===== src/rtl/mem_access_stage.sv =====
// MEM stage of the pipelined RISC-V core: drives the req/ack data-memory bus
// from the EX/MEM bundle, stalls upstream while an access is in flight, formats
// load data and registers the MEM/WB bundle for writeback.
module mem_access_stage #(
  parameter int ADDR_W = 32
) (
  input  logic              clk,
  input  logic              rst,
  input  logic [31:0]       EX_MEM_alu_result,
  input  logic [31:0]       EX_MEM_read2_data,
  input  logic [4:0]        EX_MEM_RD,
  input  logic              EX_MEM_RegWrite,
  input  logic [2:0]        EX_MEM_WDSel,
  input  logic              EX_MEM_MemWrite,
  input  logic              EX_MEM_MemRead,
  input  logic [2:0]        EX_MEM_DMType,
  output logic              dmem_req,
  output logic              dmem_we,
  output logic [ADDR_W-1:0] dmem_addr,
  output logic [31:0]       dmem_wdata,
  output logic [3:0]        dmem_be,
  input  logic              dmem_ack,
  input  logic [31:0]       dmem_rdata,
  output logic              mem_stall,
  output logic              misalign_exc,
  output logic [31:0]       MEM_WB_alu_result,
  output logic [31:0]       MEM_WB_load_data,
  output logic [4:0]        MEM_WB_RD,
  output logic              MEM_WB_RegWrite,
  output logic [2:0]        MEM_WB_WDSel
);

  typedef enum logic [1:0] {IDLE, REQ, DONE} state_t;

  state_t      state;
  logic [31:0] load_data_p0;

  logic       is_access;
  logic       is_store;
  logic       is_half;
  logic       is_byte;
  logic       misaligned;
  logic       in_req;
  logic [1:0] off;

  // Byte enables for a store: lane mask shifted to the addressed offset.
  function automatic logic [3:0] store_be(input logic half, input logic byte_acc,
                                          input logic [1:0] ofs);
    if (byte_acc)  return 4'b0001 << ofs;
    else if (half) return 4'b0011 << ofs;
    else           return 4'b1111;
  endfunction

  // Store data replicated across every lane so any offset sees its bytes.
  function automatic logic [31:0] store_wdata(input logic half, input logic byte_acc,
                                              input logic [31:0] data);
    if (byte_acc)  return {4{data[7:0]}};
    else if (half) return {2{data[15:0]}};
    else           return data;
  endfunction

  // Lane select plus sign/zero extension of the returned read word.
  function automatic logic [31:0] load_format(input logic [2:0] dmtype, input logic [1:0] ofs,
                                              input logic [31:0] rdata);
    logic signed [7:0]  lane_b;
    logic signed [15:0] lane_h;
    lane_b = rdata[{ofs, 3'b000} +: 8];
    lane_h = rdata[{ofs[1], 4'b0000} +: 16];
    case (dmtype)
      3'b001:  return {{16{lane_h[15]}}, lane_h};
      3'b010:  return {16'h0000, lane_h};
      3'b011:  return {{24{lane_b[7]}}, lane_b};
      3'b100:  return {24'h000000, lane_b};
      default: return rdata;
    endcase
  endfunction

  assign off        = EX_MEM_alu_result[1:0];
  assign is_access  = EX_MEM_MemRead | EX_MEM_MemWrite;
  assign is_store   = EX_MEM_MemWrite;
  assign is_half    = (EX_MEM_DMType == 3'b001) || (EX_MEM_DMType == 3'b010);
  assign is_byte    = (EX_MEM_DMType == 3'b011) || (EX_MEM_DMType == 3'b100);
  // Unknown access types behave as words, so they need full alignment.
  assign misaligned = is_access & ((is_half & off[0]) | (~is_half & ~is_byte & (off != 2'b00)));

  // Bus outputs exist only in REQ; the frozen EX/MEM inputs keep them stable until ack.
  assign in_req     = (state == REQ);
  assign dmem_req   = in_req;
  assign dmem_we    = in_req & is_store;
  assign dmem_addr  = in_req ? {EX_MEM_alu_result[ADDR_W-1:2], 2'b00} : '0;
  assign dmem_be    = (in_req && is_store) ? store_be(is_half, is_byte, off) : 4'b0000;
  assign dmem_wdata = (in_req && is_store) ? store_wdata(is_half, is_byte, EX_MEM_read2_data) : 32'h0;

  // Upstream freeze: from the first aligned-access cycle until ack; forced low during reset.
  always_comb begin
    mem_stall = 1'b0;
    if (!rst) begin
      case (state)
        IDLE:    mem_stall = is_access & ~misaligned;
        REQ:     mem_stall = 1'b1;
        default: mem_stall = 1'b0;
      endcase
    end
  end

  // Access FSM and MEM/WB register; REQ and the access cycle in IDLE insert bubbles.
  always_ff @(posedge clk or posedge rst) begin
    if (rst) begin
      state             <= IDLE;
      misalign_exc      <= 1'b0;
      load_data_p0      <= 32'h0;
      MEM_WB_alu_result <= 32'h0;
      MEM_WB_load_data  <= 32'h0;
      MEM_WB_RD         <= 5'd0;
      MEM_WB_RegWrite   <= 1'b0;
      MEM_WB_WDSel      <= 3'd0;
    end else begin
      case (state)
        IDLE: begin
          MEM_WB_alu_result <= EX_MEM_alu_result;
          MEM_WB_RD         <= EX_MEM_RD;
          MEM_WB_WDSel      <= EX_MEM_WDSel;
          MEM_WB_load_data  <= 32'h0;
          MEM_WB_RegWrite   <= EX_MEM_RegWrite & ~is_access;
          misalign_exc      <= misaligned;
          if (is_access && !misaligned) state <= REQ;
        end
        REQ: begin
          MEM_WB_RegWrite <= 1'b0;
          misalign_exc    <= 1'b0;
          if (dmem_ack) begin
            load_data_p0 <= is_store ? 32'h0 : load_format(EX_MEM_DMType, off, dmem_rdata);
            state        <= DONE;
          end
        end
        DONE: begin
          MEM_WB_alu_result <= EX_MEM_alu_result;
          MEM_WB_RD         <= EX_MEM_RD;
          MEM_WB_WDSel      <= EX_MEM_WDSel;
          MEM_WB_RegWrite   <= EX_MEM_RegWrite;
          MEM_WB_load_data  <= load_data_p0;
          misalign_exc      <= 1'b0;
          state             <= IDLE;
        end
        default: state <= IDLE;
      endcase
    end
  end

endmodule


===== config.mk =====
export PLATFORM = sky130hd
export DESIGN_NAME = mem_access_stage
export DESIGN_NICKNAME = d
export VERILOG_FILES = /design/src/rtl/mem_access_stage.sv
export SDC_FILE = /design/constraint.sdc
export NUM_CORES = 1
export LEC_CHECK = 0
export ABC_AREA = 1
export ABC_CLOCK_PERIOD_IN_PS = 4900
export CORE_UTILIZATION = 29
export DETAILED_ROUTE_END_ITERATION = 10
export PLACE_DENSITY_LB_ADDON = 0.08
export SLEW_MARGIN = 5
export SYNTH_ARGS = -nofsm -noshare
export SYNTH_HDL_FRONTEND = slang
export SYNTH_SLANG_ARGS = --single-unit

===== constraint.sdc =====
create_clock -name clk -period 4.9 [get_ports clk]
set_input_delay 0.98 -clock clk [delete_from_list [all_inputs] [get_ports clk]]
set_output_delay 0.98 -clock clk [all_outputs]
set_load 0.05 [all_outputs]

==> results of run 1 <==
## state kept, by name (all words and copies together) (netlist names)
name / count
load_data_p0: 32
MEM_WB_WDSel: 3
MEM_WB_RD: 5
MEM_WB_load_data: 32
misalign_exc: 1
MEM_WB_alu_result: 32
state: 2
MEM_WB_RegWrite: 1
## layer usage
layer,track usage [%],vias to the layer above,wire length [um]
li1,-,2855,-
met1,23.5,2605,8260
met2,30.9,194,8880
met3,5.73,14,1650
met4,5.66,2,199
met5,0,-,11
## tightest hold or removal path, cell delays in order (launching register included)
cell and delay, ps:
dfrtp_1 340, nand2_1 50, nand2_1 50
## power by group
part	internal, mW	switching, mW
logic	1.06	2.39
clock network	0.399	0.344
registers	1.24	0.169
total	2.70	2.90
## cells in the mapped netlist, types with 2 or more instances
library cell,instances
dfrtp_1,108
buf_6,4
nor2_1,45
inv_4,2
nand2_2,4
a211oi_2,4
o21a_1,8
o21ai_0,56
o21bai_1,6
or2_2,2
o22ai_1,2
o21ai_2,2
buf_2,22
nand2_4,2
nand2_1,279
a22o_1,15
nand3_2,2
a21oi_1,40
ha_1,8
buf_4,5
o211ai_2,8
nand3_1,29
clkbuf_1,13
inv_1,87
## worst min-delay path by stage
| stage | from | end | slack [ps] | depth (start not counted) |
|---|---|---|---|---|
| 2_1_floorplan | load_data_p0[8] | load_data_p0[8] | 450 | 2 |
| 3_3_place_gp | MEM_WB_alu_result[15] | MEM_WB_alu_result[15] | 460 | 2 |
| 3_5_place_dp | MEM_WB_alu_result[12] | MEM_WB_alu_result[12] | 460 | 2 |
| 4_1_cts | MEM_WB_alu_result[12] | MEM_WB_alu_result[12] | 480 | 2 |
| 5_1_grt | MEM_WB_alu_result[10] | MEM_WB_alu_result[10] | 500 | 2 |
| 6_report | MEM_WB_alu_result[22] | MEM_WB_alu_result[22] | 480 | 2 |
## layout make-up
type | instances | area (um2) | share of cell area (%)
Sequential cell | 108 | 2700 | 30.5
Tap cell | 265 | 332 | 3.74
Clock buffer | 9 | 225 | 2.54
Clock inverter | 6 | 72.6 | 0.819
Timing Repair Buffer | 267 | 2670 | 30.1
Inverter | 89 | 342 | 3.85
Multi-Input combinational cell | 521 | 2520 | 28.5
## logic make-up after synthesis
group                    after synthesis  share of synthesized area [%]
adder cells (fa/ha/maj)                8                           1.72
buffers and inverters                134                           10.2
flip-flops                           108                           46.5
AO/OA/AOI/OAI                        144                           15.8
other                                  1                         0.0645
AND/OR/NAND/NOR                      367                           25.7
==> metrics.csv, run 1 <==
metric;value;unit
status;complete, no violations;
skew;7.37;ps
critPathRequiredTime;3920;ps
start_util;29.8;%
crit_chain;clkdlybuf4s50_1 -> nand3_1 -> nand2_2 -> inv_4 -> nand2_4 -> o21ai_0 -> a21oi_1 -> buf_12;
finalMaxSlewViolations;0;
drt_first_pass_iters;4;
cap_violations;0;
post_dp_cell_area;8570;um2
hpwlAfterDp;14100;um
r2r_end;load_data_p0[3];
tightest_slew;1190;ps
cpPeakStageDelay;520;ps
first_global_vias;5461;
ant_nets;0;
wire_per_inst;15.0;um
fin_util;45.4;%
final-setup-viol-count;0;
end_kind;primary output;
clock_latency;350;ps
cts-htree-levels;3;
remaining_drc_errors;0;
fillers;1997;
grt_overflow_total;0;
grt_pass1_wl;29500;um
area_growth_syn_to_layout;52.6;%
path_max_fanout;50;
drt_iter0_markers;239;
final.min_clock_period;4150;ps
netlist_instances;762;
crit_start;EX_MEM_DMType[1];
design_area;8860;um2
ys_async_sr_fraction;100;%
arrival;3170;ps
die_y;144;um
port_buffers;255;
critPathBufInv;3;
report.power.total;5.59;mW
syn_area;5810;um2
ys_seq_area_share;46.5;%
finalHoldViolCount;0;
place.gp.congestion;0.843;
cp.depth;8;
ys_warn_count;0;
cts_buffer_depth;2;
ys.flop_type;dfrtp_1;
worst-setup-path-type;primary input to primary output;
rsz0062_at_grt;no;
synth_top_area_share;46.5;%
synth_area_leaders;dfrtp_1 47%, nand2_1 18%, inv_1 5.6%, o21ai_0 4.8%, a21oi_1 3.4%;
rows;51;
numCtsBuffers;9;
dr_total_vias;5670;
start_kind;primary input;
tns;0;ps
fmax;241;MHz
post_cts_resized;0;
ff2ff_path_depth;8;
n_antenna_cell;0;
leakage;4.37;nW
final_nets;1117;
slowest_stage;clkdlybuf4s50_1;
synth_top_area_cell;dfrtp_1;
endpoint;dmem_wdata[20];
vias_per_cell;4.48;
final_cells;1265;
cts_hold_buffers;0;
cts_tree;yes;
setup_slack;746;ps
cts_root_buffer;clkbuf_16;
clock-sinks;108;
power_density;631;nW/um2
antenna_found_initial;1;
drive_gt1_share;9.30;%
min_path_type;register to register;
regToRegSetupSlack;1920;ps
reg2reg_from;state[1];
synth_edf_count;0;
wirelength;19000;um
layout_commonest_cell;nand2_1;
coreArea;19500;um2
dp_slack;731;ps
whs;477;ps
io_pins;258;
place_inst;1250;
critPathTopFamily;simple AND/OR/NAND/NOR gates;
ys_ff_latch;108;
ir_worst_vdd;0.000257;V
die_w;144;um
cts_setup_buffers;0;
final_cell_mix;279 x nand2_1, 220 x clkdlybuf4s50_1, 108 x dfrtp_1;
path_clk_slew;70;ps
synth_cell_types;33;
grt_use_total;18.8;%
grt_max_degree;80;
slew_headroom;20.8;%
syn_avg_cell_area;7.63;um2
dieArea;20600;um2
fin_crit_sh;84.8;%
No activity file was read; power rests on OpenSTA's default activity.
==> run 2: changes to the inputs <==
--- a/config.mk
+++ b/config.mk
@@ -6,7 +6,7 @@
 export NUM_CORES = 1
 export LEC_CHECK = 0
 export ABC_AREA = 1
-export ABC_CLOCK_PERIOD_IN_PS = 4900
+export ABC_CLOCK_PERIOD_IN_PS = 3500
 export CORE_UTILIZATION = 29
 export DETAILED_ROUTE_END_ITERATION = 10
 export PLACE_DENSITY_LB_ADDON = 0.08
==> constraint.sdc (replaced) <==
create_clock -name clk -period 3.5 [get_ports clk]
set_input_delay 0.7 -clock clk [delete_from_list [all_inputs] [get_ports clk]]
set_output_delay 0.7 -clock clk [all_outputs]
set_load 0.05 [all_outputs]
==> metrics.csv, run 2 (same netlist as run 1, synthesis figures left out) <==
metric;value;unit;change
status;complete, no violations;;
port_buffers;255;;unchanged
cts_tree;yes;;
cpPeakStageDelay;520;ps;about the same
dr_total_vias;5688;;+0.32%
finalMaxSlewViolations;0;;unchanged
rows;51;;unchanged
ant_nets;0;;unchanged
dieArea;20600;um2;unchanged
p_int;3.98;mW;+48%
report.power.total;8.04;mW;+44%
vias_per_cell;4.47;;-0.23%
grt_pass1_wl;29900;um;+1.3%
final_nets;1123;;+0.54%
layout_commonest_cell;nand2_1;;
fin_crit_sh;93.6;%;
wire_per_inst;14.9;um;-1.0%
grt_max_degree;75;;-6.3%
path_clk_slew;60;ps;about the same
final_cell_mix;279 x nand2_1, 186 x clkdlybuf4s50_1, 108 x dfrtp_1;;
die_w;144;um;unchanged
end_kind;primary output;;
finalHoldViolCount;0;;unchanged
final.min_clock_period;3280;ps;
wirelength;18900;um;-0.50%
crit_chain;clkdlybuf4s50_1 -> inv_1 -> nand3_1 -> nand2_2 -> buf_4 -> nor2_1 -> nand2_1 -> nand4_1 -> a21oi_1 -> buf_4;;
die_y;144;um;unchanged
arrival;2580;ps;-590 ps
start_kind;primary input;;
cap_violations;0;;unchanged
post_dp_cell_area;8890;um2;+3.8%
rsz0062_at_grt;no;;
coreArea;19500;um2;unchanged
clock-sinks;108;;unchanged
leakage;4.56;nW;+4.4%
numCtsBuffers;9;;unchanged
ir_worst_vdd;0.000441;V;+72%
power.share.combinational;61.5;%;about the same
path_max_fanout;20;;-60%
crit_top_cell;buf_4;;
cts-htree-levels;3;;unchanged
slew_headroom;47.1;%;+26 points
n_antenna_cell;0;;unchanged
tns;0;ps;unchanged
hpwlAfterDp;14400;um;+2.2%
final-setup-viol-count;0;;unchanged
io_pins;258;;unchanged
grt_overflow_total;0;;unchanged
place.gp.congestion;0.902;;+6.9%
min_path_type;register to register;;
skew;10.8;ps;+3.41 ps
seqPwrFrac;24.5;%;-0.6 points
antenna_found_initial;1;;unchanged
area_growth_syn_to_layout;58.8;%;
remaining_drc_errors;0;;unchanged
critPathRequiredTime;2800;ps;-1120 ps
drt_first_pass_iters;4;;unchanged
fillers;1975;;-1.1%
drive_gt1_share;13.3;%;+4.0 points
tightest_slew;793;ps;-393 ps
reg_top3;MEM_WB_alu_result: 32 flops, MEM_WB_load_data: 32 flops, load_data_p0: 32 flops;;
p_switching;4.06;mW;+40%
power_density;871;nW/um2;+38%
slowest_stage;clkdlybuf4s50_1;;
grt_use_total;18.9;%;+0.12 points
fmax;305;MHz;
clock_latency;350;ps;about the same
power_frac_clock;13.9;%;+0.6 points
drt_iter0_markers;247;;+3.3%
fin_util;47.2;%;+1.8 points
worst-setup-path-type;primary input to primary output;;
start_util;29.8;%;unchanged
post_cts_resized;0;;unchanged
cts_hold_buffers;0;;unchanged
cts_buffer_depth;2;;unchanged
first_global_vias;5575;;+2.1%
cts_setup_buffers;0;;unchanged
design_area;9230;um2;+4.1%
cts_root_buffer;clkbuf_16;;
netSwitchingFraction;50.5;%;-1.3 points
run 2: cell types whose count changed in the layout (fill, tap and decap cells not counted):
cell | previous run | this run
buf_12 | 9 | 38
buf_4 | 38 | 49
bufinv_16 | 1 | 2
clkbuf_8 | 0 | 1
clkdlybuf4s50_1 | 220 | 186
clkinv_4 | 2 | 3
inv_4 | 3 | 2
inv_6 | 2 | 1
run 2: power by group through the flow:
stage          registers, mW  clock network [mW]  logic [mW]
2_1_floorplan           3.13                   0        2.06
3_3_place_gp            1.99                   0        5.00
3_5_place_dp            2.00                   0        5.01
4_1_cts                 1.98                1.16        5.02
5_1_grt                 2.03                1.22        5.34
6_report                1.97                1.12        4.94
run 2: area by class of cell:
class / count / area [um2] / share of cell area (%)
Clock buffer: 10 / 239 / 2.59
Clock inverter: 6 / 95.1 / 1.03
Inverter: 89 / 343 / 3.72
Multi-Input combinational cell: 521 / 2520 / 27.4
Sequential cell: 108 / 2700 / 29.3
Tap cell: 265 / 332 / 3.59
Timing Repair Buffer: 273 / 2990 / 32.4
run 2: critical path: cells and delay by family:
kind | cells | cell delay, ps
buf+inv | 4 | 990
simple gates | 5 | 800
compound gates | 1 | 90
run 2: worst paths after layout:
path                       depth (start not counted)                    end                  start  slack (ps)
min reg2reg                                        2  MEM_WB_alu_result[31]  MEM_WB_alu_result[31]         480
max                                               10              mem_stall       EX_MEM_DMType[0]         220
max reg2reg                                        9       load_data_p0[31]               state[1]        1190
min                                                2  MEM_WB_alu_result[31]  MEM_WB_alu_result[31]         480
max in group asynchronous                          3       load_data_p0[23]                    rst        2240
min in group asynchronous                          2           misalign_exc                    rst         620
run 2: routing by layer:
metal	track usage (%)	vias up	part of all wire [%]
met5	0	-	0.048
met4	4.48	2	0.90
met3	7.40	13	10
met2	30.4	204	46
met1	23.7	2580	43
li1	-	2889	-
run 2: metrics by stage:
stage	hold WS (ps)	worst slack (ps)	std cells
after floorplan	449	78.5	763
after global placement	461	271	1256
after detailed placement	464	253	1256
after CTS	482	247	1272
after global routing	500	38.0	1272
final	477	223	1272
